--- src/rtl/ysyx_22050019_axi_pkg.sv ---
// Shared types and AXI encodings for the icache/dcache AXI arbiter.
// Round-robin arbitration is enabled with YSYX_22050019_ARB_RR_EN.
package ysyx_22050019_axi_pkg;

    typedef enum logic [2:0] {
        S_IDLE,
        S_AR,
        S_R,
        S_AW,
        S_W,
        S_B
    } state_t;

    typedef enum logic {
        OWN_I = 1'b0,
        OWN_D = 1'b1
    } owner_t;

    typedef enum logic [1:0] {
        GNT_NONE = 2'd0,
        GNT_D_AW = 2'd1,
        GNT_D_AR = 2'd2,
        GNT_I_AR = 2'd3
    } grant_t;

    localparam logic [1:0] AXI_BURST_INCR  = 2'b01;
    localparam logic [2:0] AXI_SIZE_8B     = 3'b011;
    localparam logic [1:0] AXI_RESP_OKAY   = 2'b00;
    localparam logic [1:0] AXI_RESP_SLVERR = 2'b10;

    // Cache rw_len is already beats-1, which is exactly AXI LEN.
    function automatic logic [7:0] axi_len(input logic rw_len);
        return {7'b0, rw_len};
    endfunction

endpackage

--- src/rtl/ysyx_22050019_arb_pick.sv ---
// Combinational grant selection among dcache write, dcache read and icache read.
// With YSYX_22050019_ARB_RR_EN the icache/dcache choice alternates on conflict.
module ysyx_22050019_arb_pick
    import ysyx_22050019_axi_pkg::*;
(
    input  logic       d_aw_valid,
    input  logic       d_ar_valid,
    input  logic       i_ar_valid,
`ifdef YSYX_22050019_ARB_RR_EN
    input  logic       last_owner,
`endif
    output logic [1:0] grant
);

    logic d_req;
    logic d_first;

    assign d_req = d_aw_valid | d_ar_valid;

`ifdef YSYX_22050019_ARB_RR_EN
    // On a conflict the side that did not win last time goes first.
    assign d_first = (last_owner != OWN_D);
`else
    assign d_first = 1'b1;
`endif

    always_comb begin
        grant = GNT_NONE;
        if (d_req && (d_first || !i_ar_valid)) begin
            grant = d_aw_valid ? GNT_D_AW : GNT_D_AR;
        end else if (i_ar_valid) begin
            grant = GNT_I_AR;
        end
    end

endmodule

--- src/rtl/ysyx_22050019_axi_arbiter.sv ---
// Shares one AXI4 master port between icache reads and dcache reads/writebacks.
// Define YSYX_22050019_ARB_RR_EN for round-robin icache/dcache arbitration.
module ysyx_22050019_axi_arbiter
    import ysyx_22050019_axi_pkg::*;
#(
    parameter int ADDR_WIDTH = 32,
    parameter int DATA_WIDTH = 64
) (
    input  logic                      clk,
    input  logic                      rst,

    input  logic                      i_ar_valid_i,
    output logic                      i_ar_ready_o,
    input  logic [ADDR_WIDTH-1:0]     i_ar_addr_i,
    input  logic                      i_rw_len_i,
    output logic                      i_r_valid_o,
    input  logic                      i_r_ready_i,
    output logic [DATA_WIDTH-1:0]     i_r_data_o,
    output logic [1:0]                i_r_resp_o,

    input  logic                      d_ar_valid_i,
    output logic                      d_ar_ready_o,
    input  logic [ADDR_WIDTH-1:0]     d_ar_addr_i,
    input  logic                      d_rw_len_i,
    output logic                      d_r_valid_o,
    input  logic                      d_r_ready_i,
    output logic [DATA_WIDTH-1:0]     d_r_data_o,
    output logic [1:0]                d_r_resp_o,
    input  logic                      d_aw_valid_i,
    output logic                      d_aw_ready_o,
    input  logic [ADDR_WIDTH-1:0]     d_aw_addr_i,
    input  logic                      d_w_valid_i,
    output logic                      d_w_ready_o,
    input  logic [DATA_WIDTH-1:0]     d_w_data_i,
    input  logic [DATA_WIDTH/8-1:0]   d_w_strb_i,
    output logic                      d_b_valid_o,
    input  logic                      d_b_ready_i,
    output logic [1:0]                d_b_resp_o,

    output logic                      m_ar_valid_o,
    input  logic                      m_ar_ready_i,
    output logic [ADDR_WIDTH-1:0]     m_ar_addr_o,
    output logic [7:0]                m_ar_len_o,
    output logic [2:0]                m_ar_size_o,
    output logic [1:0]                m_ar_burst_o,
    input  logic                      m_r_valid_i,
    output logic                      m_r_ready_o,
    input  logic [DATA_WIDTH-1:0]     m_r_data_i,
    input  logic [1:0]                m_r_resp_i,
    input  logic                      m_r_last_i,
    output logic                      m_aw_valid_o,
    input  logic                      m_aw_ready_i,
    output logic [ADDR_WIDTH-1:0]     m_aw_addr_o,
    output logic [7:0]                m_aw_len_o,
    output logic [2:0]                m_aw_size_o,
    output logic [1:0]                m_aw_burst_o,
    output logic                      m_w_valid_o,
    input  logic                      m_w_ready_i,
    output logic [DATA_WIDTH-1:0]     m_w_data_o,
    output logic [DATA_WIDTH/8-1:0]   m_w_strb_o,
    output logic                      m_w_last_o,
    input  logic                      m_b_valid_i,
    output logic                      m_b_ready_o,
    input  logic [1:0]                m_b_resp_i
);

    state_t     state;
    owner_t     owner;
    logic       len;
    logic       cnt;
    logic [1:0] grant;
`ifdef YSYX_22050019_ARB_RR_EN
    owner_t     last_owner;
`endif

    ysyx_22050019_arb_pick u_pick (
        .d_aw_valid (d_aw_valid_i),
        .d_ar_valid (d_ar_valid_i),
        .i_ar_valid (i_ar_valid_i),
`ifdef YSYX_22050019_ARB_RR_EN
        .last_owner (last_owner),
`endif
        .grant      (grant)
    );

    // Every combinational path is qualified by rst so nothing leaks out while reset is held.
    logic idle;
    logic r_to_i;
    logic r_to_d;
    logic in_w;
    logic in_b;

    assign idle   = rst && (state == S_IDLE);
    assign r_to_i = rst && (state == S_R) && (owner == OWN_I);
    assign r_to_d = rst && (state == S_R) && (owner == OWN_D);
    assign in_w   = rst && (state == S_W);
    assign in_b   = rst && (state == S_B);

    assign d_aw_ready_o = idle && (grant == GNT_D_AW);
    assign d_ar_ready_o = idle && (grant == GNT_D_AR);
    assign i_ar_ready_o = idle && (grant == GNT_I_AR);

    assign i_r_valid_o = r_to_i && m_r_valid_i;
    assign i_r_data_o  = r_to_i ? m_r_data_i : '0;
    assign i_r_resp_o  = r_to_i ? m_r_resp_i : '0;
    assign d_r_valid_o = r_to_d && m_r_valid_i;
    assign d_r_data_o  = r_to_d ? m_r_data_i : '0;
    assign d_r_resp_o  = r_to_d ? m_r_resp_i : '0;
    assign m_r_ready_o = (r_to_i && i_r_ready_i) || (r_to_d && d_r_ready_i);

    assign m_w_valid_o = in_w && d_w_valid_i;
    assign d_w_ready_o = in_w && m_w_ready_i;
    assign m_w_data_o  = in_w ? d_w_data_i : '0;
    assign m_w_strb_o  = in_w ? d_w_strb_i : '0;
    assign m_w_last_o  = in_w && (cnt == len);

    assign d_b_valid_o = in_b && m_b_valid_i;
    assign d_b_resp_o  = in_b ? m_b_resp_i : '0;
    assign m_b_ready_o = in_b && d_b_ready_i;

    // Transaction FSM; the address-channel outputs are loaded at grant and held until accepted.
    always_ff @(posedge clk) begin
        if (!rst) begin
            state        <= S_IDLE;
            owner        <= OWN_I;
            len          <= 1'b0;
            cnt          <= 1'b0;
            m_ar_valid_o <= 1'b0;
            m_ar_addr_o  <= '0;
            m_ar_len_o   <= '0;
            m_ar_size_o  <= '0;
            m_ar_burst_o <= '0;
            m_aw_valid_o <= 1'b0;
            m_aw_addr_o  <= '0;
            m_aw_len_o   <= '0;
            m_aw_size_o  <= '0;
            m_aw_burst_o <= '0;
`ifdef YSYX_22050019_ARB_RR_EN
            last_owner   <= OWN_D;
`endif
        end else begin
            case (state)
                S_IDLE: begin
                    cnt <= 1'b0;
`ifdef YSYX_22050019_ARB_RR_EN
                    if (grant != GNT_NONE) begin
                        last_owner <= (grant == GNT_I_AR) ? OWN_I : OWN_D;
                    end
`endif
                    case (grant)
                        GNT_D_AW: begin
                            owner        <= OWN_D;
                            len          <= d_rw_len_i;
                            m_aw_valid_o <= 1'b1;
                            m_aw_addr_o  <= d_aw_addr_i;
                            m_aw_len_o   <= axi_len(d_rw_len_i);
                            m_aw_size_o  <= AXI_SIZE_8B;
                            m_aw_burst_o <= AXI_BURST_INCR;
                            state        <= S_AW;
                        end
                        GNT_D_AR: begin
                            owner        <= OWN_D;
                            len          <= d_rw_len_i;
                            m_ar_valid_o <= 1'b1;
                            m_ar_addr_o  <= d_ar_addr_i;
                            m_ar_len_o   <= axi_len(d_rw_len_i);
                            m_ar_size_o  <= AXI_SIZE_8B;
                            m_ar_burst_o <= AXI_BURST_INCR;
                            state        <= S_AR;
                        end
                        GNT_I_AR: begin
                            owner        <= OWN_I;
                            len          <= i_rw_len_i;
                            m_ar_valid_o <= 1'b1;
                            m_ar_addr_o  <= i_ar_addr_i;
                            m_ar_len_o   <= axi_len(i_rw_len_i);
                            m_ar_size_o  <= AXI_SIZE_8B;
                            m_ar_burst_o <= AXI_BURST_INCR;
                            state        <= S_AR;
                        end
                        default: ;
                    endcase
                end
                S_AR: begin
                    if (m_ar_ready_i) begin
                        m_ar_valid_o <= 1'b0;
                        state        <= S_R;
                    end
                end
                S_R: begin
                    if (m_r_valid_i && m_r_ready_o && m_r_last_i) begin
                        state <= S_IDLE;
                    end
                end
                S_AW: begin
                    if (m_aw_ready_i) begin
                        m_aw_valid_o <= 1'b0;
                        state        <= S_W;
                    end
                end
                S_W: begin
                    if (m_w_valid_o && m_w_ready_i) begin
                        cnt <= cnt + 1'b1;
                        if (m_w_last_o) begin
                            state <= S_B;
                        end
                    end
                end
                S_B: begin
                    if (m_b_valid_i && m_b_ready_o) begin
                        state <= S_IDLE;
                    end
                end
                default: state <= S_IDLE;
            endcase
        end
    end

endmodule

--- config.mk ---
export PLATFORM = sky130hd
export DESIGN_NAME = ysyx_22050019_axi_arbiter
export DESIGN_NICKNAME = d
export VERILOG_FILES = /design/src/rtl/ysyx_22050019_axi_pkg.sv /design/src/rtl/ysyx_22050019_arb_pick.sv /design/src/rtl/ysyx_22050019_axi_arbiter.sv
export SDC_FILE = /design/constraint.sdc
export NUM_CORES = 1
export LEC_CHECK = 0
export CAP_MARGIN = 20
export CELL_PAD_IN_SITES_DETAIL_PLACEMENT = 1
export CELL_PAD_IN_SITES_GLOBAL_PLACEMENT = 1
export CORE_AREA = 4 4 216 218
export CTS_CLUSTER_DIAMETER = 80
export DETAILED_ROUTE_END_ITERATION = 8
export DIE_AREA = 0 0 220 222
export PLACE_DENSITY = 0.62
export SYNTH_ARGS = -nofsm -noshare
export SYNTH_HDL_FRONTEND = slang
export SYNTH_SLANG_ARGS = --single-unit
--- constraint.sdc ---
create_clock -name clk -period 2.17 [get_ports clk]
set_clock_uncertainty 0.05 [all_clocks]
set_input_delay 0.434 -clock clk [delete_from_list [all_inputs] [get_ports clk]]
set_output_delay 0.434 -clock clk [all_outputs]
set_load 0.1 [all_outputs]
==> impl_summary.txt <==
----------------------------------------------------
[Placement]
  Count of buffers from port buffering ... 543
  Sum of net half-perimeters after detailed placement ... 29.86 mm
  # placed instances ... 1,742
  Placed cell area ... 0.01341 mm²
  Weighted congestion reported at the end of routability-driven placement ... 0.7725

[Logic synthesis]
  Ranking of synthesized cells by area ... sky130_fd_sc_hd__dfxtp_1 31%, sky130_fd_sc_hd__and2_1 27%, sky130_fd_sc_hd__nand2_1 8.3%
  Synthesized area ... 0.004976 mm²
  Fraction of post-synthesis cell area in the top cell type by area ... 0.3058
  Mean instance size in the synthesized netlist ... 7.924 µm²
  Sequential element share of the synthesized area ... 0.3058
  Most common cell in the netlist ... sky130_fd_sc_hd__and2_1
  Syn. warnings ... 0
  Most numerous cell types in the synthesized netlist ... 213 x sky130_fd_sc_hd__and2_1, 110 x sky130_fd_sc_hd__nand2_1, 76 x sky130_fd_sc_hd__dfxtp_1
  Register bit count reported by yosys ... 76
  Count of flip-flops with a built-in enable after synthesis ... 0
  Synth Flop Type ... sky130_fd_sc_hd__dfxtp_1
  Cell type contributing the most total cell area after synthesis ... sky130_fd_sc_hd__dfxtp_1
  Number of unique standard cell types used by synthesis ... 37
  Synthesized instance count ... 628
  FFs w/ async S/R, synth ... 0

[CTS]
  Clock tree root buffer cell ... sky130_fd_sc_hd__clkbuf_16
  TritonCTS clock tree ... yes
  Number of sinks on the clock net ... 76
  Cts-stage hold buffer count ... 0
  Worst-Skew Late Latency ... 0.34 ns
  Maximum clock insertion buffer count ... 2
  Number of buffers created by CTS ... 9
  Clock-pin slew of the registers on the worst-case setup and hold paths ... 0.06 ns
  H-tree lvl count ... 3

[Finish]
  Filler cell count ... 5,015
  Layout net count ... 1,428
  Area growth from synthesis to layout ... 187.9%
  Finished layout cell area ... 0.01432 mm²
  Non-filler instance count after layout ... 1,791
  Fraction of final layout cells sized beyond drive strength 1 ... 0.4966

[Route]
  Iter 0 DRT Violations ... 183
  Vias after detailed routing ... 6,568
  First-pass iteration count of the detailed router ... 4
  Mean routed wirelength per cell ... 20.75 µm
  Post-route ant nets ... 0
  Final wirelength ... 37.17 mm
  Detail-routed via count per cell ... 3.667
  Residual DRC ... 0

[Timing]
  Slew Viols, Final ... 0
  TNS Setup ... -25.90 ns
  Period utilization ... 1.077
  Setup repair after global routing missed its margin ... yes
  Number of failing hold endpoints at the final stage ... 0
  Worst hold slack across all endpoints ... 0.4149 ns
  Least setup slack across all paths after layout ... -0.1670 ns
  Post-layout minimum cycle time ... 2.337 ns
  F_max ... 0.4279 GHz
  Number of setup violations in the final report ... 210

[Floorplan]
  Die area ... 0.04884 mm²
  Overall die height ... 222 µm
  Initial Utilization ... 0.1108
  Placeable core region ... 0.04489 mm²
  Top Ports ... 562
  Std-Cell Rows ... 78
  Horizontal die dimension ... 220 µm

[Global route]
  Number of antenna violations at the first check in global routing ... 21
  Wire length of the first global-routing pass ... 50.34 mm
  Largest net degree at the start of global routing ... 55
  Layer carrying the most global-route usage ... met2
  GR met1 Demand/Resource ... 0.1485
  Global Route met2 Usage ... 0.2561
  Total track usage ... 0.1393
  Via count of the first global-routing pass ... 7,005
  Met3 routing resource usage after global routing ... 0.05482
  Remaining global-route overflow ... 0

[Power]
  Maximum ir drop on the vdd rail ... 0.5608 mV
  Reported leakage power ... 6.049 nW
  Power Density ... 767.8 mW/mm²

[Setup path]
  Register-to-Register Path Depth ... 6
  Largest fanout of any net on the critical path ... 10
  Crit start category ... flop
  Type of element capturing the critical path ... output pin
  Data arrival time of the critical path ... 1.85 ns
  Category of the most critical setup path ... flop to output pin
  CP required ... 1.69 ns

[Job]
  Max Cap Violations ... 0

[Run status]
  Violations in the final reports ... negative setup slack
  Outcome ... finished, violations left

[Min path]
  Hold Path Cell Cnt ... 2
  Hold/Removal Path Class ... flop to flop

----------------------------------------------------
[where the power goes]
part | switching (mW) | internal (mW)
clock network | 0.635 | 0.889
logic | 5.13 | 2.46
registers | 0.196 | 1.70
[routing by layer]
| metal | share of wire | vias to the layer above | routed length [µm] |
|---|---|---|---|
| li1 | - | 3101 | - |
| met1 | 0.37 | 3125 | 13760 |
| met2 | 0.52 | 290 | 19500 |
| met3 | 0.091 | 36 | 3400 |
| met4 | 0.011 | 16 | 394 |
| met5 | 0.0029 | - | 108 |
[worst max-delay path, stage by stage, from the launching register on]
cell                        delay [ns]
sky130_fd_sc_hd__dfxtp_2          0.33
sky130_fd_sc_hd__nor3b_4          0.25
sky130_fd_sc_hd__nand2_2          0.11
sky130_fd_sc_hd__nor2_4           0.11
sky130_fd_sc_hd__buf_12           0.18
sky130_fd_sc_hd__clkbuf_16        0.19
sky130_fd_sc_hd__and2_4           0.16
sky130_fd_sc_hd__buf_12           0.16
[registers in the layout, summed over array words and instances, names as in the netlist]
name	cells
cnt	1
len	1
m_ar_addr_o	32
m_ar_burst_o	1
m_ar_len_o	1
m_ar_valid_o	1
m_aw_addr_o	32
m_aw_burst_o	1
m_aw_len_o	1
m_aw_valid_o	1
owner	1
state	3
[area by class of cell]
cell class	count	area (µm²)	area share
well taps	600	750.7	0.05241
diodes	11	27.53	0.001922
inverters	2	7.507	0.0005241
flip-flops and latches	76	1526	0.1066
clock inverters	6	65.06	0.004542
repair buffers	594	8200	0.5725
clock buffers	10	229.0	0.01599
multi-input cells	492	3517	0.2455
[placed cells by master (no fill, tap or decap), types with 2 or more instances in the layout]
cell type	synthesis	routed
sky130_fd_sc_hd__and2_4	0	80
sky130_fd_sc_hd__o21ai_0	2	2
sky130_fd_sc_hd__o311ai_0	2	2
sky130_fd_sc_hd__dfxtp_2	0	4
sky130_fd_sc_hd__diode_2	0	11
sky130_fd_sc_hd__and3_2	0	2
sky130_fd_sc_hd__nand2b_1	2	2
sky130_fd_sc_hd__clkbuf_16	0	15
sky130_fd_sc_hd__a21boi_0	36	36
sky130_fd_sc_hd__conb_1	1	18
sky130_fd_sc_hd__clkinvlp_4	0	4
sky130_fd_sc_hd__clkdlybuf4s50_1	0	251
sky130_fd_sc_hd__nor3b_4	1	2
sky130_fd_sc_hd__nand2_1	110	108
sky130_fd_sc_hd__mux2i_1	36	36
sky130_fd_sc_hd__dfxtp_1	76	72
sky130_fd_sc_hd__and2_2	0	129
sky130_fd_sc_hd__nand2_2	0	2
sky130_fd_sc_hd__nor2_1	8	6
sky130_fd_sc_hd__nor3_4	1	2
sky130_fd_sc_hd__o211a_1	32	32
sky130_fd_sc_hd__buf_12	0	226
sky130_fd_sc_hd__nand4_1	2	2
sky130_fd_sc_hd__and2_1	213	4
sky130_fd_sc_hd__nor2b_1	7	7
sky130_fd_sc_hd__buf_4	29	97
sky130_fd_sc_hd__o21a_1	4	4
sky130_fd_sc_hd__buf_16	0	8
sky130_fd_sc_hd__buf_6	1	4
sky130_fd_sc_hd__inv_1	2	2
[logic make-up after synthesis]
family	count (synthesis)	share of synthesized area
xor+xnor	1	0.001760
compound gates	82	0.1401
mux	37	0.07468
buf+inv	77	0.08524
other cells	1	0.0007536
flops	76	0.3058
simple gates	354	0.3918
[path summary, 6_finish.rpt]
| check | from | endpoint | slack (ns) |
|---|---|---|---|
| max | state[0]$_SDFFE_PN0P_ | i_r_data_o[29] | -0.17 |
| min | m_aw_addr_o[26]$_SDFFE_PN0P_ | m_aw_addr_o[26]$_SDFFE_PN0P_ | 0.41 |
| max reg2reg | state[0]$_SDFFE_PN0P_ | m_ar_addr_o[26]$_SDFFE_PN0P_ | 0.25 |
| min reg2reg | m_aw_addr_o[26]$_SDFFE_PN0P_ | m_aw_addr_o[26]$_SDFFE_PN0P_ | 0.41 |
[through the flow]
stage	util	power, mW	setup WS, ns
3_5_place_dp	0.2987	9.194	-0.02248
4_1_cts	0.3131	11.00	-0.2011
5_1_grt	0.3187	11.45	-0.2635
3_3_place_gp	0.2987	9.129	-0.02542
6_report	0.3191	11.00	-0.1670
2_1_floorplan	-	6.747	-0.2971
[what timing repair did]
action | in CTS | in global routing
endpoints found under the hold margin | 0 | 0
resized for setup | 61 | 38
cloned | 7 | 8
buffers inserted | 6 | 1
pin swaps | 13 | 6
setup endpoints to repair | 217 | 217
Power figures use the tool's default switching activity.
